File: src/rtl/pdf_key_search_ctrl_if.sv
// Handshake and status bundle of the PDF key search sequencer: launch control,
// cipher engine request/ack, checker strobe and the CPU-visible result flags.
interface pdf_key_search_ctrl_if #(
  parameter int CNT_W = 32
);
  logic             start;
  logic             abort;
  logic [127:0]     base_key;
  logic [CNT_W-1:0] key_count;
  logic             cipher_req;
  logic [127:0]     cipher_key;
  logic             cipher_ack;
  logic [63:0]      cipher_data;
  logic             chk_valid;
  logic [127:0]     chk_key;
  logic [63:0]      chk_data;
  logic             chk_hit;
  logic             busy;
  logic             done;
  logic             found;
  logic             aborted;
  logic [127:0]     found_key;
  logic [CNT_W-1:0] tried;

  // Sequencer side
  modport master (
    input  start, abort, base_key, key_count, cipher_ack, cipher_data, chk_hit,
    output cipher_req, cipher_key, chk_valid, chk_key, chk_data,
           busy, done, found, aborted, found_key, tried
  );

  // Environment side: CPU registers, cipher engine and header checker
  modport slave (
    output start, abort, base_key, key_count, cipher_ack, cipher_data, chk_hit,
    input  cipher_req, cipher_key, chk_valid, chk_key, chk_data,
           busy, done, found, aborted, found_key, tried
  );
endinterface

File: src/rtl/pdf_key_search_ctrl.sv
// Candidate key enumerator for the PDF password checker: requests one cipher
// block per candidate, strobes it to the header checker, stops on hit/exhaust/abort.
module pdf_key_search_ctrl #(
  parameter int           CNT_W    = 32,
  parameter logic [127:0] KEY_STEP = 128'd1
) (
  input logic                  clk,
  input logic                  rst,
  pdf_key_search_ctrl_if.master bus
);

  typedef enum logic [1:0] {
    IDLE  = 2'd0,
    REQ   = 2'd1,
    CHECK = 2'd2,
    DONE  = 2'd3
  } state_t;

  state_t           state, state_nxt;
  logic [127:0]     cur_key, cur_key_nxt;
  logic [CNT_W-1:0] idx, idx_nxt;
  logic [CNT_W-1:0] kc, kc_nxt;
  logic [CNT_W-1:0] tried, tried_nxt;
  logic             done, done_nxt;
  logic             found, found_nxt;
  logic             aborted, aborted_nxt;
  logic [127:0]     found_key, found_key_nxt;
  logic [127:0]     chk_key, chk_key_nxt;
  logic [63:0]      chk_data, chk_data_nxt;
  logic             cipher_req, chk_valid, busy;

  // State register
  always_ff @(posedge clk or posedge rst) begin
    if (rst) begin
      state <= IDLE;
    end else begin
      state <= state_nxt;
    end
  end

  // Next-state and datapath update decode
  always_comb begin
    state_nxt     = state;
    cur_key_nxt   = cur_key;
    idx_nxt       = idx;
    kc_nxt        = kc;
    tried_nxt     = tried;
    done_nxt      = done;
    found_nxt     = found;
    aborted_nxt   = aborted;
    found_key_nxt = found_key;
    chk_key_nxt   = chk_key;
    chk_data_nxt  = chk_data;

    case (state)
      IDLE, DONE: begin
        // start outranks abort here; abort alone is ignored while idle
        if (bus.start) begin
          cur_key_nxt = bus.base_key;
          kc_nxt      = bus.key_count;
          idx_nxt     = {CNT_W{1'b0}};
          tried_nxt   = {CNT_W{1'b0}};
          found_nxt   = 1'b0;
          aborted_nxt = 1'b0;
          if (bus.key_count == {CNT_W{1'b0}}) begin
            state_nxt = DONE;
            done_nxt  = 1'b1;
          end else begin
            state_nxt = REQ;
            done_nxt  = 1'b0;
          end
        end else begin
          state_nxt = state;
        end
      end

      REQ: begin
        // abort discards a coinciding ack
        if (bus.abort) begin
          state_nxt   = DONE;
          done_nxt    = 1'b1;
          aborted_nxt = 1'b1;
        end else if (bus.cipher_ack) begin
          state_nxt    = CHECK;
          chk_key_nxt  = cur_key;
          chk_data_nxt = bus.cipher_data;
        end else begin
          state_nxt = REQ;
        end
      end

      CHECK: begin
        tried_nxt = tried + {{(CNT_W-1){1'b0}}, 1'b1};
        if (bus.chk_hit) begin
          state_nxt     = DONE;
          done_nxt      = 1'b1;
          found_nxt     = 1'b1;
          found_key_nxt = cur_key;
        end else if (bus.abort) begin
          state_nxt   = DONE;
          done_nxt    = 1'b1;
          aborted_nxt = 1'b1;
        end else if (idx == kc - {{(CNT_W-1){1'b0}}, 1'b1}) begin
          state_nxt = DONE;
          done_nxt  = 1'b1;
        end else begin
          state_nxt   = REQ;
          cur_key_nxt = cur_key + KEY_STEP;
          idx_nxt     = idx + {{(CNT_W-1){1'b0}}, 1'b1};
        end
      end

      default: begin
        state_nxt = IDLE;
      end
    endcase
  end

  // Datapath and result registers
  always_ff @(posedge clk or posedge rst) begin
    if (rst) begin
      cur_key   <= 128'd0;
      idx       <= {CNT_W{1'b0}};
      kc        <= {CNT_W{1'b0}};
      tried     <= {CNT_W{1'b0}};
      done      <= 1'b0;
      found     <= 1'b0;
      aborted   <= 1'b0;
      found_key <= 128'd0;
      chk_key   <= 128'd0;
      chk_data  <= 64'd0;
    end else begin
      cur_key   <= cur_key_nxt;
      idx       <= idx_nxt;
      kc        <= kc_nxt;
      tried     <= tried_nxt;
      done      <= done_nxt;
      found     <= found_nxt;
      aborted   <= aborted_nxt;
      found_key <= found_key_nxt;
      chk_key   <= chk_key_nxt;
      chk_data  <= chk_data_nxt;
    end
  end

  // Strobes registered from the next state so they track the state register exactly
  always_ff @(posedge clk or posedge rst) begin
    if (rst) begin
      cipher_req <= 1'b0;
      chk_valid  <= 1'b0;
      busy       <= 1'b0;
    end else begin
      cipher_req <= (state_nxt == REQ);
      chk_valid  <= (state_nxt == CHECK);
      busy       <= (state_nxt == REQ) || (state_nxt == CHECK);
    end
  end

  assign bus.cipher_req = cipher_req;
  assign bus.cipher_key = cur_key;
  assign bus.chk_valid  = chk_valid;
  assign bus.chk_key    = chk_key;
  assign bus.chk_data   = chk_data;
  assign bus.busy       = busy;
  assign bus.done       = done;
  assign bus.found      = found;
  assign bus.aborted    = aborted;
  assign bus.found_key  = found_key;
  assign bus.tried      = tried;

endmodule

File: src/flat_wrapper.sv
// flat-port wrapper written by rule: the top's interface ports become plain ports
module pdf_key_search_ctrl_flat 
#(
  parameter int           CNT_W    = 32,
  parameter logic [127:0] KEY_STEP = 128'd1
)
  (clk, rst, bus_start, bus_abort, bus_base_key, bus_key_count, bus_cipher_ack, bus_cipher_data, bus_chk_hit, bus_cipher_req, bus_cipher_key, bus_chk_valid, bus_chk_key, bus_chk_data, bus_busy, bus_done, bus_found, bus_aborted, bus_found_key, bus_tried);
  pdf_key_search_ctrl_if #(.CNT_W(CNT_W)) bus_i ();
  input logic clk;
  input logic rst;
  input wire logic [$bits(bus_i.start)-1:0] bus_start;
  input wire logic [$bits(bus_i.abort)-1:0] bus_abort;
  input wire logic [$bits(bus_i.base_key)-1:0] bus_base_key;
  input wire logic [$bits(bus_i.key_count)-1:0] bus_key_count;
  input wire logic [$bits(bus_i.cipher_ack)-1:0] bus_cipher_ack;
  input wire logic [$bits(bus_i.cipher_data)-1:0] bus_cipher_data;
  input wire logic [$bits(bus_i.chk_hit)-1:0] bus_chk_hit;
  output wire logic [$bits(bus_i.cipher_req)-1:0] bus_cipher_req;
  output wire logic [$bits(bus_i.cipher_key)-1:0] bus_cipher_key;
  output wire logic [$bits(bus_i.chk_valid)-1:0] bus_chk_valid;
  output wire logic [$bits(bus_i.chk_key)-1:0] bus_chk_key;
  output wire logic [$bits(bus_i.chk_data)-1:0] bus_chk_data;
  output wire logic [$bits(bus_i.busy)-1:0] bus_busy;
  output wire logic [$bits(bus_i.done)-1:0] bus_done;
  output wire logic [$bits(bus_i.found)-1:0] bus_found;
  output wire logic [$bits(bus_i.aborted)-1:0] bus_aborted;
  output wire logic [$bits(bus_i.found_key)-1:0] bus_found_key;
  output wire logic [$bits(bus_i.tried)-1:0] bus_tried;
  assign bus_i.start = bus_start;
  assign bus_i.abort = bus_abort;
  assign bus_i.base_key = bus_base_key;
  assign bus_i.key_count = bus_key_count;
  assign bus_i.cipher_ack = bus_cipher_ack;
  assign bus_i.cipher_data = bus_cipher_data;
  assign bus_i.chk_hit = bus_chk_hit;
  assign bus_cipher_req = bus_i.cipher_req;
  assign bus_cipher_key = bus_i.cipher_key;
  assign bus_chk_valid = bus_i.chk_valid;
  assign bus_chk_key = bus_i.chk_key;
  assign bus_chk_data = bus_i.chk_data;
  assign bus_busy = bus_i.busy;
  assign bus_done = bus_i.done;
  assign bus_found = bus_i.found;
  assign bus_aborted = bus_i.aborted;
  assign bus_found_key = bus_i.found_key;
  assign bus_tried = bus_i.tried;
  pdf_key_search_ctrl #(.CNT_W(CNT_W), .KEY_STEP(KEY_STEP)) u_core (.clk(clk), .rst(rst), .bus(bus_i));
endmodule
File: config.mk
export PLATFORM = sky130hd
export DESIGN_NAME = pdf_key_search_ctrl_flat
export DESIGN_NICKNAME = d
export VERILOG_FILES = /design/src/rtl/pdf_key_search_ctrl_if.sv /design/src/rtl/pdf_key_search_ctrl.sv /design/src/flat_wrapper.sv
export SDC_FILE = /design/constraint.sdc
export NUM_CORES = 2
export LEC_CHECK = 0
export BUFFER_PORTS_ARGS = -buffer_cell sky130_fd_sc_hd__buf_2
export CORE_AREA = 2 2 283 285
export CTS_BUF_LIST = sky130_fd_sc_hd__clkbuf_4 sky130_fd_sc_hd__clkbuf_8
export DETAILED_ROUTE_END_ITERATION = 8
export DIE_AREA = 0 0 285 287
export HOLD_SLACK_MARGIN = 0.12
export PLACE_DENSITY_LB_ADDON = 0.15
export REMOVE_ABC_BUFFERS = 1
export SLEW_MARGIN = 30
export SYNTH_ARGS = -nofsm -noshare
export SYNTH_HDL_FRONTEND = slang
export SYNTH_SLANG_ARGS = --single-unit
File: constraint.sdc
create_clock -name clk -period 25.7 [get_ports clk]
set_input_delay 5.14 -clock clk [delete_from_list [all_inputs] [get_ports clk]]
set_output_delay 5.14 -clock clk [all_outputs]
set_load 0.005 [all_outputs]
Word-level counts from Yosys, hierarchy flattened
Index checks and enable logic that the tools add are counted.
W data, S select, Z words.
Operators by class
  mux-type cells: 32
  $add $sub $neg: 4
  equality and inequality tests: 13
  bitwise gates (word level): 1
  reductions and logical operators: 13
Operators with widths (count)
  $mux W128: 4
  $pmux W128 S2: 1
  $add A128 B1 Y128 const B: 1
  $mux W32: 4
  $pmux W32 S2: 2
  $add A32 B1 Y32 const B: 2
  $eq A32 B32 Y1: 1
  $logic_not A32 Y1: 1
  $sub A32 B1 Y32 const B: 1
  $mux W2: 7
  $ne A2 B2 Y1 const B: 6
  $mux W1: 10
  $reduce_and A3 Y1: 3
  $reduce_and A2 Y1: 4
  $eq A2 B2 Y1 const B: 3
  $pmux W1 S3: 2
  $pmux W2 S3: 1
  $reduce_and A5 Y1: 1
  $eq A2 B1 Y1 const B: 2
  $ne A4 B3 Y1 const B: 1
  $logic_not A2 Y1: 1
  $pmux W1 S2: 1
  $reduce_bool A2 Y1: 1
  $reduce_or A2 Y1: 1
  other kinds (2): 2
Storage, ports and cells
  input bits: 230
  output and inout bits: 486
  register bits after elaboration: 552

Longest topological paths before layout
  word-level depth: 8
  mapped depth: 13

Worst setup path after synthesis
Ideal clock, no wire load.
  kind: input port to flip-flop
  from: in bus_start
  to: reg u_core.tried[30] (netlist: u_core.bus.tried[30])
  data arrival time: 6.984 ns
  path buffers: 2
  setup time: 0.079 ns
  data required time: 25.621 ns
  path slack: 18.637 ns
  stages: 9
  cell sequence: clkbuf_1 > nor2b_1 > nor2_1 > nand4_1 > nor3_1 > nand2b_1 > clkbuf_1 > or3_1 > a21oi_1
On the way
  longest elaborated chain between the ends: 2
RTL lines
  from (decl): line flat_wrapper.sv:11  | input wire logic [$bits(bus_i.start)-1:0] bus_start;
  $ne A2 B2 Y1 (no source line)
  $reduce_and A2 Y1 (no source line)
  to (signal assigned): line pdf_key_search_ctrl.sv:125  | tried <= {CNT_W{1'b0}};
  to (signal assigned): line pdf_key_search_ctrl.sv:136  | tried <= tried_nxt;
  to (decl): line pdf_key_search_ctrl.sv:23  | logic [CNT_W-1:0] tried, tried_nxt;
No other way between the ends.
A chain may end at the register's enable or synchronous reset.

Worst setup path after layout
  from: in bus_abort
  to: reg u_core.chk_key[14] (netlist: u_core.bus.chk_key[14])
On the way
  longest elaborated chain between the ends: 2
RTL lines
  from (decl): line flat_wrapper.sv:12  | input wire logic [$bits(bus_i.abort)-1:0] bus_abort;
  $not A1 Y1 (no source line)
  $reduce_and A3 Y1 (no source line)
  to (signal assigned): line pdf_key_search_ctrl.sv:141  | chk_key <= chk_key_nxt;
  to (decl): line pdf_key_search_ctrl.sv:28  | logic [127:0] chk_key, chk_key_nxt;
No other way between the ends.

==> summary.txt <==
Power and ir drop
  – P per Cell Area: approximately 130 mW/mm²
  – Peak VDD IR: about 0.08 mV
  – P_leak: about 14 nW

CTS
  – Clock sink total: 552
  – Post-CTS Resized: 0
  – Post-CTS Setup Bufs: 0
  – Clk_lat worst skew: just over 0.7 ns
  – Root Buffer: clkbuf_8
  – CTS Hold Bufs: 0
  – Max clock buf depth: 3
  – CTS Buf Count: 100
  – Clock slew at the register clock pins of the worst setup and hold paths: 0.06 ns
  – CTS tree: built
  – H-tree Lvls: 3

Synthesis
  – Mapped Area: 0.02628 mm²
  – EDFF count, synth: 0
  – Main combinational cell family by area after synthesis: simple AND/OR/NAND/NOR gates
  – Yosys reg bits: between 500 and 600
  – Synth Area in Compound Gates: 0.1248
  – Post-synthesis cell type with the largest combined area: dfrtp_1
  – Simple-gate share of the synthesized area: 0.1480
  – Synth Area per Inst: ~11 µm²
  – Register area share after synthesis: 0.5256
  – Yosys Warn Count: 0
  – Top_reg_cell synth: dfrtp_1
  – Most common library cells after synthesis: dfrtp_1 (552), mux2_2 (332), nand2_1 (277)
  – Adder-Cell Fraction of Synth Area: 0.003809
  – Post-Synthesis Cells: approximately 2500
  – Main area contributors after synthesis: dfrtp_1 (53%), mux2_2 (14%), a21oi_1 (4.8%)
  – Yosys top cell area share: 0.5256
  – Most common cell in the netlist: dfrtp_1
  – Mux cell area share after synthesis: 0.1464
  – Synth async-reset ratio: 1.000
  – Xor/xnor cell area share of the yosys netlist: 0.02233
  – Synth cell types: between 70 and 80

Global routing
  – Met1 Usage GRT: 0.2836
  – Routing usage on met3: 0.04556
  – Initial antenna violation count: 28
  – GRT Overall Usage: 0.2193
  – GR peak layer: met2
  – Met2 Usage GRT: 0.3666
  – GR Overflow Total: 0
  – Largest net degree at the start of global routing: about 230
  – Vias in the first global route: 22860
  – First-pass GRT wire length: roughly 140000 µm

Finish
  – Share of layout cells above drive strength 1: 0.3977
  – Finished Core Util: 0.4218
  – NumNets Final: 3426
  – Area delta synth->final: 26.17%
  – Multi-input combinational cell area: roughly 0.012 mm²
  – Sequential cell area: between 0.01 and 0.015 mm²
  – Layout fillers: slightly below 8000

Drt
  – Via count: about 23000
  – Drt drc: 0
  – Post-DR wirelength/cell: around 21 µm
  – WL final: between 90000 and 100000 µm
  – 1st-pass router iterations: 5
  – DR vias/cell: roughly 5.3
  – Detailed Route Iter0 Violations: 1653
  – Routed Antenna Nets: 0

Critical path
  – Critical path fanouts, max: between 70 and 80
  – Worst Path Buf+Inv: 4
  – R2R depth: 12
  – Startpoint Class: input port
  – Worst r2r src: u_core.kc[0]
  – Kind of critical path: in2reg
  – Worst EP required: ~26 ns
  – Reg2reg end: u_core.idx[21]
  – Max stage delay on crit path: 0.59 ns
  – CP delay by family, top: buffers and inverters
  – CP Cell Sequence: buf_2 -> inv_1 -> nand3_4 -> buf_4 -> buf_6 -> mux2_2
  – Slowest stage cell, crit path: buf_6
  – Flop-to-flop setup slack: 20.85 ns
  – Worst Path Arrival: between 7 and 8 ns
  – Worst setup path start: bus_abort
  – CP Capture Type: flip-flop

Min path
  – Worst Hold Launch: u_core.bus.found_key[83]
  – Worst hold path endpoint: u_core.bus.found_key[83]
  – Hold depth: 2
  – Hold Crit Class: reg2reg

Timing
  – Final number of setup-violating endpoints: 0
  – Achievable Freq: approximately 0.14 GHz
  – RSZ-0062 raised after global routing: false
  – Final min period: between 6 and 7 ns
  – Clk_skew: 0.05201 ns
  – Slew margin rel.: 0.3371
  – Slew @ Worst Pin: 0.9943 ns
  – Pins Over Slew Limit: 0
  – Post-route clock period utilization: 0.2690
  – Setup TNS: 0 ns
  – Count of final hold-check violations: 0

Floorplan
  – Die X-Extent: roughly 290 µm
  – Initial core utilization: 0.3343
  – I/O pin cnt: 716
  – Cell Rows: roughly 100
  – Die Ht: approximately 290 µm
  – Die area: between 0.08 and 0.09 mm²
  – Core ar.: roughly 0.079 mm²

Placement
  – RePlAce Congestion: ~0.86
  – DP HPWL: between 60000 and 70000 µm
  – Port-buffer cells: slightly above 700

Flow run
  – Max-Cap Viols: 0

Status
  – Status: completed
through the flow:
| stage | instances | setup slack [ns] | area, µm² | hold WS (ns) | total power [mW] |
|---|---|---|---|---|---|
| detailed placement | 4134 | 17.82 | 30850 | 0.4661 | 3.325 |
| finish | 4333 | 18.79 | 33160 | 0.4749 | 4.222 |
| global route | 4329 | 18.67 | 33150 | 0.5053 | 4.514 |
| CTS | 4312 | 18.58 | 33040 | 0.4792 | 4.253 |
| global placement | 4134 | 17.87 | 30840 | 0.4626 | 3.273 |
| floorplan | 2342 | 5.126 | 25630 | 0.4733 | 2.615 |
flip-flops by register name, indices dropped and copies added (netlist names):
register and count:
u_core.bus.aborted 1, u_core.bus.busy 1, u_core.bus.chk_data 64, u_core.bus.chk_key 128, u_core.bus.chk_valid 1, u_core.bus.cipher_key 128, u_core.bus.cipher_req 1, u_core.bus.done 1
u_core.bus.found 1, u_core.bus.found_key 128, u_core.bus.tried 32, u_core.idx 32, u_core.kc 32, u_core.state 2
cell usage in the layout (no fill, tap or decap), drive strengths merged, types with 38 or more instances in the layout:
cell and n:
o22ai 62, nor4 40, mux2 332, a21oi 254, nand2 277, and3 45, nor2 112, clkbuf 153
or3 38, xor2 39, o21ai 143, buf 744, nand3 99, nand4 68, dfrtp 552
metal layers:
layer,up-vias,part of all wire
li1,10530,-
met1,11420,0.42
met2,812,0.49
met3,186,0.062
met4,16,0.030
met5,-,0.00099
cell families (layout without fill, tap and decap cells):
family,count (synthesis),after routing
compound gates,557,557
mux,343,343
flops,552,552
xor+xnor,67,67
simple gates,784,784
fa+ha+maj,8,8
buf+inv,187,953
other cells,0,19
how the worst max path moves through the flow:
stage	endpoint	cells after the start
floorplan	u_core.bus.aborted	1
global placement	u_core.bus.chk_key[11]	6
detailed placement	u_core.bus.chk_data[21]	6
CTS	u_core.bus.chk_key[14]	6
global route	u_core.bus.chk_data[11]	6
finish	u_core.bus.chk_key[14]	6
report_power, final:
group	internal [mW]	switching (mW)
clock	0.513	0.391
combinational	0.767	0.861
sequential	1.26	0.426
worst min-delay path: cells and delay by family, from the launching register on:
kind / cells / cell delay, ns
flip-flops: 1 / 0.34
AO/OA/AOI/OAI: 1 / 0.06
AND/OR/NAND/NOR: 1 / 0.05
final cells by class:
cell class                      count  area share
Antenna cell                       19    0.001434
Clock buffer                      153     0.05841
Clock inverter                     25    0.007547
Inverter                           31    0.003736
Multi-Input combinational cell   1759      0.3554
Sequential cell                   552      0.4166
Tap cell                         1050     0.03962
Timing Repair Buffer              744      0.1173
Power figures use the tool's default switching activity.
